File: config.mk
export PLATFORM = sky130hd
export DESIGN_NAME = sbox_share_sched
export DESIGN_NICKNAME = d
export VERILOG_FILES = /design/src/rtl/sbox_share_sched.sv
export SDC_FILE = /design/constraint.sdc
export NUM_CORES = 1
export LEC_CHECK = 0
export ABC_CLOCK_PERIOD_IN_PS = 3040
export CORE_MARGIN = 2
export CORE_UTILIZATION = 49
export CTS_BUF_LIST = sky130_fd_sc_hd__clkbuf_16
export DETAILED_ROUTE_END_ITERATION = 16
export GPL_TIMING_DRIVEN = 0
export PLACE_DENSITY = 0.8
export RECOVER_POWER = 50
export SLEW_MARGIN = 10
export SYNTH_ARGS = -nofsm -noshare
export SYNTH_HDL_FRONTEND = slang
export SYNTH_SLANG_ARGS = --single-unit
File: constraint.sdc
create_clock -name clk -period 3.04 [get_ports clk]
set_clock_uncertainty 0.1 [all_clocks]
set_input_delay 0.608 -clock clk [delete_from_list [all_inputs] [get_ports clk]]
set_output_delay 0.608 -clock clk [all_outputs]
set_load 0.02 [all_outputs]
File: src/rtl/sbox_share_sched.sv
`timescale 1ns/1ps
`default_nettype none
// +----------------------------------------------------------------------------+
// | sbox_share_sched                                                           |
// | Round-robin, non-preemptive sharing of one S-box between the key-schedule  |
// | port (SubWord) and the datapath port (SubBytes/InvSubBytes), 1 byte/cycle. |
// | Optional macro SBOX_PIPE_EN: registered S-box inputs, one drain cycle/job. |
// | Revision: 1.0                                                              |
// +----------------------------------------------------------------------------+
module sbox_share_sched #(
    parameter int KEY_BYTES  = 4,
    parameter int DATA_BYTES = 16
) (
    input  logic                    clk,
    input  logic                    rst,
    input  logic                    key_start,
    input  logic [8*KEY_BYTES-1:0]  key_word,
    output logic                    key_ready,
    output logic                    key_done,
    output logic [8*KEY_BYTES-1:0]  key_sub,
    input  logic                    data_start,
    input  logic                    data_encrypt,
    input  logic [8*DATA_BYTES-1:0] data_state,
    output logic                    data_ready,
    output logic                    data_done,
    output logic [8*DATA_BYTES-1:0] data_sub,
    output logic [7:0]              sbox_a,
    output logic                    sbox_encrypt,
    input  logic [7:0]              sbox_q,
    output logic                    busy
);
    localparam int c_max_bytes = (KEY_BYTES > DATA_BYTES) ? KEY_BYTES : DATA_BYTES;
`ifdef SBOX_PIPE_EN
    localparam int c_pipe = 1;
`else
    localparam int c_pipe = 0;
`endif
    localparam int c_cnt_w = (c_max_bytes + c_pipe > 1) ? $clog2(c_max_bytes + c_pipe) : 1;
    localparam logic [c_cnt_w-1:0] c_key_last  = c_cnt_w'(KEY_BYTES - 1 + c_pipe);
    localparam logic [c_cnt_w-1:0] c_data_last = c_cnt_w'(DATA_BYTES - 1 + c_pipe);

    typedef enum logic [1:0] {
        S_IDLE     = 2'd0,
        S_RUN_KEY  = 2'd1,
        S_RUN_DATA = 2'd2
    } state_t;

    state_t                  r_state;
    logic [c_cnt_w-1:0]      r_cnt;
    logic                    r_key_pend;
    logic                    r_data_pend;
    logic                    r_last_data;
    logic [8*KEY_BYTES-1:0]  r_key_word;
    logic [8*DATA_BYTES-1:0] r_data_state;
    logic                    r_data_enc;
    logic [8*KEY_BYTES-1:0]  r_key_sub;
    logic [8*DATA_BYTES-1:0] r_data_sub;
    logic                    r_key_done;
    logic                    r_data_done;

    logic                    w_key_acc;
    logic                    w_data_acc;
    logic                    w_key_req;
    logic                    w_data_req;
    logic                    w_at_last;
    logic                    w_issue_ok;
    logic                    w_cap_en;
    logic [c_cnt_w-1:0]      w_cap_idx;
    logic [7:0]              w_issue_a;
    logic                    w_issue_enc;

    assign w_key_acc  = key_start  & ~r_key_pend;
    assign w_data_acc = data_start & ~r_data_pend;
    // A start accepted this cycle competes for dispatch immediately.
    assign w_key_req  = r_key_pend  | w_key_acc;
    assign w_data_req = r_data_pend | w_data_acc;
    assign w_at_last  = (r_cnt == ((r_state == S_RUN_KEY) ? c_key_last : c_data_last));

`ifdef SBOX_PIPE_EN
    // Issue runs one cycle ahead of capture; the final RUN cycle only drains.
    assign w_issue_ok = ~w_at_last;
    assign w_cap_en   = (r_cnt != '0);
    assign w_cap_idx  = c_cnt_w'(r_cnt - 1'b1);
`else
    assign w_issue_ok = 1'b1;
    assign w_cap_en   = 1'b1;
    assign w_cap_idx  = r_cnt;
`endif

    always_comb begin
        w_issue_a   = 8'h00;
        w_issue_enc = 1'b1;
        if (r_state == S_RUN_KEY && w_issue_ok) begin
            for (int b = 0; b < KEY_BYTES; b++)
                if (r_cnt == c_cnt_w'(b)) w_issue_a = r_key_word[8*b +: 8];
        end else if (r_state == S_RUN_DATA && w_issue_ok) begin
            w_issue_enc = r_data_enc;
            for (int b = 0; b < DATA_BYTES; b++)
                if (r_cnt == c_cnt_w'(b)) w_issue_a = r_data_state[8*b +: 8];
        end
    end

`ifdef SBOX_PIPE_EN
    logic [7:0] r_sbox_a;
    logic       r_sbox_enc;
    always_ff @(posedge clk) begin
        if (rst) begin
            r_sbox_a   <= 8'h00;
            r_sbox_enc <= 1'b1;
        end else begin
            r_sbox_a   <= w_issue_a;
            r_sbox_enc <= w_issue_enc;
        end
    end
    assign sbox_a       = r_sbox_a;
    assign sbox_encrypt = r_sbox_enc;
`else
    assign sbox_a       = w_issue_a;
    assign sbox_encrypt = w_issue_enc;
`endif

    always_ff @(posedge clk) begin
        if (rst) begin
            r_state      <= S_IDLE;
            r_cnt        <= '0;
            r_key_pend   <= 1'b0;
            r_data_pend  <= 1'b0;
            r_last_data  <= 1'b1;
            r_key_word   <= '0;
            r_data_state <= '0;
            r_data_enc   <= 1'b1;
            r_key_sub    <= '0;
            r_data_sub   <= '0;
            r_key_done   <= 1'b0;
            r_data_done  <= 1'b0;
        end else begin
            r_key_done  <= 1'b0;
            r_data_done <= 1'b0;
            if (w_key_acc) begin
                r_key_word <= key_word;
                r_key_pend <= 1'b1;
            end
            if (w_data_acc) begin
                r_data_state <= data_state;
                r_data_enc   <= data_encrypt;
                r_data_pend  <= 1'b1;
            end
            case (r_state)
                S_IDLE: begin
                    r_cnt <= '0;
                    if (w_key_req && (!w_data_req || r_last_data)) r_state <= S_RUN_KEY;
                    else if (w_data_req)                           r_state <= S_RUN_DATA;
                end
                S_RUN_KEY: begin
                    for (int b = 0; b < KEY_BYTES; b++)
                        if (w_cap_en && w_cap_idx == c_cnt_w'(b)) r_key_sub[8*b +: 8] <= sbox_q;
                    if (w_at_last) begin
                        r_state     <= S_IDLE;
                        r_cnt       <= '0;
                        r_key_done  <= 1'b1;
                        r_key_pend  <= 1'b0;
                        r_last_data <= 1'b0;
                    end else begin
                        r_cnt <= r_cnt + 1'b1;
                    end
                end
                S_RUN_DATA: begin
                    for (int b = 0; b < DATA_BYTES; b++)
                        if (w_cap_en && w_cap_idx == c_cnt_w'(b)) r_data_sub[8*b +: 8] <= sbox_q;
                    if (w_at_last) begin
                        r_state     <= S_IDLE;
                        r_cnt       <= '0;
                        r_data_done <= 1'b1;
                        r_data_pend <= 1'b0;
                        r_last_data <= 1'b1;
                    end else begin
                        r_cnt <= r_cnt + 1'b1;
                    end
                end
                default: r_state <= S_IDLE;
            endcase
        end
    end

    assign key_ready  = ~r_key_pend;
    assign data_ready = ~r_data_pend;
    assign key_done   = r_key_done;
    assign data_done  = r_data_done;
    assign key_sub    = r_key_sub;
    assign data_sub   = r_data_sub;
    assign busy       = (r_state != S_IDLE);

endmodule
`default_nettype wire

==> impl_metrics.ini, run 1 <==
[status]
status = complete, but fails checks
violations = negative setup slack

[pwr]
intPower_mw = 8.10
p_clk_frac = 0.341
switchingPower_mw = 3.80
power_mw = 11.9
vdd_drop_max_mv = 0.399
power.density_nw_per_um2 = 615
switching_share = 0.319
seqPwrFrac = 0.397
comb_power_share = 0.262
p_leak_nw = 7.15

[route]
first_pass_iters = 7
vias_per_cell = 5.68
ant_nets = 0
first_iter_violations = 1714
vias = 15100
wl_um = 52500
wire_per_inst_um = 19.8
drc = 0

[cts]
cts_tree = built
ctsHoldBuffers = 0
cts-root-buf = clkbuf_16
clkLatencyLatePin_ns = 0.52
cts-buffers-inserted = 34
clk_pin_slew_ns = 0.06
cts.sinks = 332
htree_levels = 2
clockBufferDepth = 3

[final_layout]
area_growth_pct = 41.7
drive_gt1_frac = 0.0836
fin_cells = 2652
final_common_cell = nand2_1
final_cell_mix = nand2_1 (716), a21oi_1 (361), dfxtp_1 (329)
nets = 2429
fin_util = 0.700

[timing]
grt_setup_unrepaired = yes
max_freq_mhz = 290
min_period_ns = 3.45
hold_viol_final = 0
whs_ns = 0.352
fin_ws_ns = -0.411
relSlewSlack = 0.428
slew_violations = 0
tightest_slew_ns = 0.858
fin_crit_sh = 1.14
finalSetupViolations = 8
setup_tns_ns = -2.72

[synth]
syn_inst = 1848
yosysTopAreaCell = dfxtp_1
synth_flop_cell = dfxtp_1
avgSynthCellArea_um2 = 7.39
synth_edf_count = 0
yosys.area.top_type_share = 0.487
syn-num-nets = 2029
yosys_warnings = 0
synthTopCellsByArea = dfxtp_1 (49%), nand2_1 (20%), a21oi_1 (13%)
ys_seq_area_frac = 0.487
synthArstFlopShare = 0
ys_seq_elements = 332
synth.cell_area_um2 = 13700
synth_cell_type_count = 62

[grt]
grt_max_degree = 15
grt_pass1_vias = 14200
grt.total_usage = 0.348
grt_pass1_wl_um = 78400
grt-ovfl-total = 0
antenna_found_initial = 1

[die]
dieWidth_um = 171
die_h_um = 171
fp-row-count = 61
start_util = 0.494
ios = 347
core_area_um2 = 27600
dieArea_um2 = 29200

[job]
cap_viol_max_count = 0

[worst_setup_path]
cp.required_ns = 2.33
path_max_fanout = 10
worst-setup-path-type = flip-flop to output pin
worstPathArrival_ns = 2.74
cp-end-kind = output pin
critPathLaunchType = flip-flop

[worst_hold_path]
hold_class = flip-flop to flip-flop

[place]
gp_congestion = 1.03
dpl.cell_count = 2563
portBuffers = 337
dpl.hpwl_um = 38700
## cell type report
class,count,area [um^2]
Multi-Input combinational cell,1363,6630
Buffer,135,806
Inverter,16,72.6
Antenna cell,1,2.50
Timing Repair Buffer,366,3630
Clock buffer,35,876
Sequential cell,332,6660
Fill cell,2259,8280
Tap cell,378,473
Clock inverter,26,200
## stage by stage
step | worst slack, ns | instance area (um^2)
finish | -0.411 | 19300
global route | -0.381 | 19300
CTS | -0.316 | 19200
detailed placement | -0.766 | 17500
global placement | -0.817 | 17500
floorplan | 0.217 | 13700
## cells by family (layout without fill, tap and decap cells)
logic type / count (synthesis) / in the layout / synth area share
compound gates: 498 / 498 / 0.204
fa+ha+maj: 8 / 8 / 0.00733
buf+inv: 153 / 578 / 0.0490
flops: 332 / 332 / 0.487
mux: 2 / 2 / 0.00147
other cells: 0 / 1 / 0
simple gates: 855 / 855 / 0.252
## final timing paths
kind | startpoint | end | slack, ns | depth (start not counted)
setup / recovery | r_cnt[2] | sbox_a[4] | -0.41 | 8
hold reg to reg | data_sub[49] | data_sub[49] | 0.35 | 2
hold / removal | data_sub[49] | data_sub[49] | 0.35 | 2
setup reg to reg | r_state[1] | r_cnt[3] | 0.71 | 8
## synthesized netlist by cell type (all sizes together) (2+ instances only)
cell	count
nand2	717
a21oi	365
dfxtp	332
clkbuf	92
nor2	49
buf	45
o21ai	42
nand3	24
inv	16
nand2b	15
a31oi	13
nor3	11
o21a	10
nand3b	9
ha	8
nor2b	8
o211ai	8
a2bb2oi	7
a221oi	6
and2	6
o22ai	6
a211o	5
a32oi	4
and3	4
or3	4
a21o	3
a22oi	3
o221ai	3
a22o	2
a32o	2
a41o	2
a41oi	2
mux2i	2
nor3b	2
o2111ai	2
o311ai	2
o32ai	2
or2b	2
or3b	2
## what timing repair did
item	in CTS	in global routing
resized for setup	169	31
setup endpoints to repair	9	9
pin swaps	36	25
setup buffers	23	6
## critical path, cell delays in order, from the launching register on
cell      delay [ns]
dfxtp_1         0.31
buf_6           0.14
buf_2           0.22
and2_1          0.27
buf_4           0.23
a32oi_4         0.31
o211ai_1        0.26
a22o_1          0.34
buf_6           0.15
## state kept, by name (all words and copies together), names as in the netlist
name / count
r_cnt: 4
r_key_word: 32
data_done: 1
r_last_data: 1
data_sub: 128
r_data_enc: 1
r_data_pend: 1
r_key_pend: 1
r_state: 2
key_done: 1
key_sub: 32
r_data_state: 128
## power groups by stage
| stage | clock [mW] | combinational, mW | sequential [mW] |
|---|---|---|---|
| final | 4.06 | 3.12 | 4.72 |
| after global routing | 4.24 | 3.25 | 4.74 |
| after CTS | 4.06 | 2.90 | 4.72 |
| after detailed placement | 0 | 2.48 | 4.79 |
| after global placement | 0 | 2.46 | 4.79 |
| after floorplan | 0 | 1.36 | 4.82 |
## layer usage
metal	vias up	GRT usage	part of all wire
met4	0	0.181	0.057
met5	-	0	0
met3	223	0.0627	0.095
met2	920	0.573	0.46
met1	6964	0.438	0.39
li1	6960	-	-
No activity file was read; power rests on OpenSTA's default activity.
==> inputs of run 2 (changes only) <==
--- a/config.mk
+++ b/config.mk
@@ -5,7 +5,7 @@
 export SDC_FILE = /design/constraint.sdc
 export NUM_CORES = 1
 export LEC_CHECK = 0
-export ABC_CLOCK_PERIOD_IN_PS = 3040
+export ABC_CLOCK_PERIOD_IN_PS = 3810
 export CORE_MARGIN = 2
 export CORE_UTILIZATION = 49
 export CTS_BUF_LIST = sky130_fd_sc_hd__clkbuf_16
==> constraint.sdc (replaced) <==
create_clock -name clk -period 3.81 [get_ports clk]
set_clock_uncertainty 0.1 [all_clocks]
set_input_delay 0.762 -clock clk [delete_from_list [all_inputs] [get_ports clk]]
set_output_delay 0.762 -clock clk [all_outputs]
set_load 0.02 [all_outputs]
==> run 2 against run 1 <==
The flow still finishes with violations (negative setup slack). Routed wire length shrank 1.5%. Setup slack gained 0.34 ns. Combinational power fell by 30%. Final area is 2.8% lower. Register-to-register slack better by 0.67 ns. Total power is 23% lower. Via count fell by 1.0%. Sequential share of layout area increased by 1.0 points. Clock power shrank 20%. Global-route usage decreased by 0.48 points. Critical endpoint is now sbox_a[2].
==> impl_metrics.ini, run 2 (synthesis gave the netlist of run 1 again) <==
[final_layout]
n_fill_cell = 2341
design_area_um2 = 18800
fin_util = 0.680
final_common_cell = nand2_1
drive_gt1_frac = 0.0625
area_growth_pct = 37.6
nets = 2411
final_cell_mix = nand2_1 (717), a21oi_1 (365), dfxtp_1 (330)

[timing]
max_freq_mhz = 258
fin_ws_ns = -0.0721
min_period_ns = 3.88
fin_crit_sh = 1.02
slew_violations = 0
whs_ns = 0.354
tightest_slew_ns = 0.892
grt_setup_unrepaired = yes
relSlewSlack = 0.405
finalSetupViolations = 1
hold_viol_final = 0

[cts]
clockBufferDepth = 3
clk_pin_slew_ns = 0.06
cts_tree = built
clkLatencyLatePin_ns = 0.52
htree_levels = 2
cts-buffers-inserted = 34
cts.sinks = 332
cts-root-buf = clkbuf_16

[worst_setup_path]
reg2reg_slack_ns = 1.38
cp-end-kind = output pin
worstPathArrival_ns = 3.02
path_max_fanout = 10
path_buf_inv = 4
path_common_cell = buf_4
path_delay_family = compound AO/OA/AOI/OAI gates
critPathLaunchType = flip-flop
worst-setup-path-type = flip-flop to output pin
timing.rr.end = data_sub[70]
r2r_cells = 8
cp_cell_sequence = inv_1 > ha_2 > buf_4 > buf_4 > a21oi_1 > o32ai_1 > a311oi_2 > o31ai_2 > clkdlybuf4s15_2
r2r-start = r_cnt[0]
max_stage_delay_ns = 0.40
cp.required_ns = 2.95
crit_slowest_cell = o31ai_2

[grt]
grt.total_usage = 0.344
grt-ovfl-total = 0
grt_pass1_wl_um = 77200
grt_pass1_vias = 13900
grt_max_degree = 15
antenna_found_initial = 1

[route]
first_pass_iters = 6
wire_per_inst_um = 19.6
first_iter_violations = 1574
vias = 14900
drc = 0
vias_per_cell = 5.66
ant_nets = 0
wl_um = 51700

[pwr]
vdd_drop_max_mv = 0.301
power.density_nw_per_um2 = 489
switchingPower_mw = 2.92
intPower_mw = 6.27
seqPwrFrac = 0.410
comb_power_share = 0.238
p_clk_frac = 0.352
p_leak_nw = 6.54
switching_share = 0.317

[place]
dpl_cell_area_um2 = 17500
portBuffers = 337
dpl_worst_slack_ns = -0.150
gp_congestion = 1.03
dpl.hpwl_um = 38700

[worst_hold_path]
hold_class = flip-flop to flip-flop
hold_path_end = data_sub[49]
hp-start = data_sub[49]
hold_depth = 2

[die]
fp-row-count = 61
ios = 347
start_util = 0.494
core_area_um2 = 27600
die_h_um = 171
dieWidth_um = 171
dieArea_um2 = 29200

[status]
status = complete, but fails checks
violations = negative setup slack

[job]
cap_viol_max_count = 0
-- run 2: final cells by class --
class / count / area [um^2] / area share
sequential: 332 / 6650 / 0.354
multi-input combinational: 1363 / 6440 / 0.343
timing repair buffer: 346 / 3410 / 0.181
clock buffer: 35 / 876 / 0.0466
buffer: 137 / 672 / 0.0357
tap: 378 / 473 / 0.0252
clock inverter: 26 / 200 / 0.0107
inverter: 16 / 67.6 / 0.00359
antenna: 1 / 2.50 / 0.000133
-- run 2: worst reg2reg max path: stages, from the launching register on --
cell and delay (ns):
dfxtp_4 0.37, inv_1 0.09, ha_2 0.25, buf_2 0.33, buf_4 0.32, nand2_1 0.11
nor2_1 0.50, nand2_1 0.14, a21oi_1 0.15
-- run 2: power groups by stage --
stage / clock network [mW] / logic (mW) / registers (mW)
6_report: 3.24 / 2.19 / 3.76
2_1_floorplan: 0 / 1.08 / 3.85
4_1_cts: 3.24 / 2.09 / 3.75
3_3_place_gp: 0 / 1.96 / 3.82
3_5_place_dp: 0 / 1.98 / 3.83
5_1_grt: 3.38 / 2.30 / 3.78
-- run 2: worst max path at each step --
stage	startpoint	cells after the start	endpoint	slack, ns
3_3_place_gp	r_cnt[0]	10	sbox_a[2]	-0.20
2_1_floorplan	r_cnt[0]	8	sbox_a[2]	0.83
4_1_cts	r_cnt[0]	9	sbox_a[1]	0.004
6_report	r_cnt[0]	9	sbox_a[2]	-0.07
3_5_place_dp	r_cnt[0]	10	sbox_a[2]	-0.15
5_1_grt	r_cnt[0]	10	sbox_a[2]	-0.07
-- run 2: what timing repair did --
action | in CTS | in global routing
cloned | 0 | 0
endpoints found under the setup margin | 8 | 8
hold buffers | 0 | 0
buffers inserted | 6 | 3
resized for setup | 60 | 23
pin swaps | 12 | 11
-- run 2: layer usage --
layer  share of wire  GRT usage
met5               0          0
met4           0.054      0.166
met3           0.094     0.0583
met2            0.46      0.568
met1            0.39      0.437
-- run 2: through the flow --
stage                     cells  TNS (ns)  total power, mW
after floorplan            1848         0             4.93
after global placement     2563    -0.487             5.78
after detailed placement   2563    -0.416             5.81
after CTS                  2630         0             9.08
after global routing       2634   -0.0732             9.46
final                      2634   -0.0721             9.19
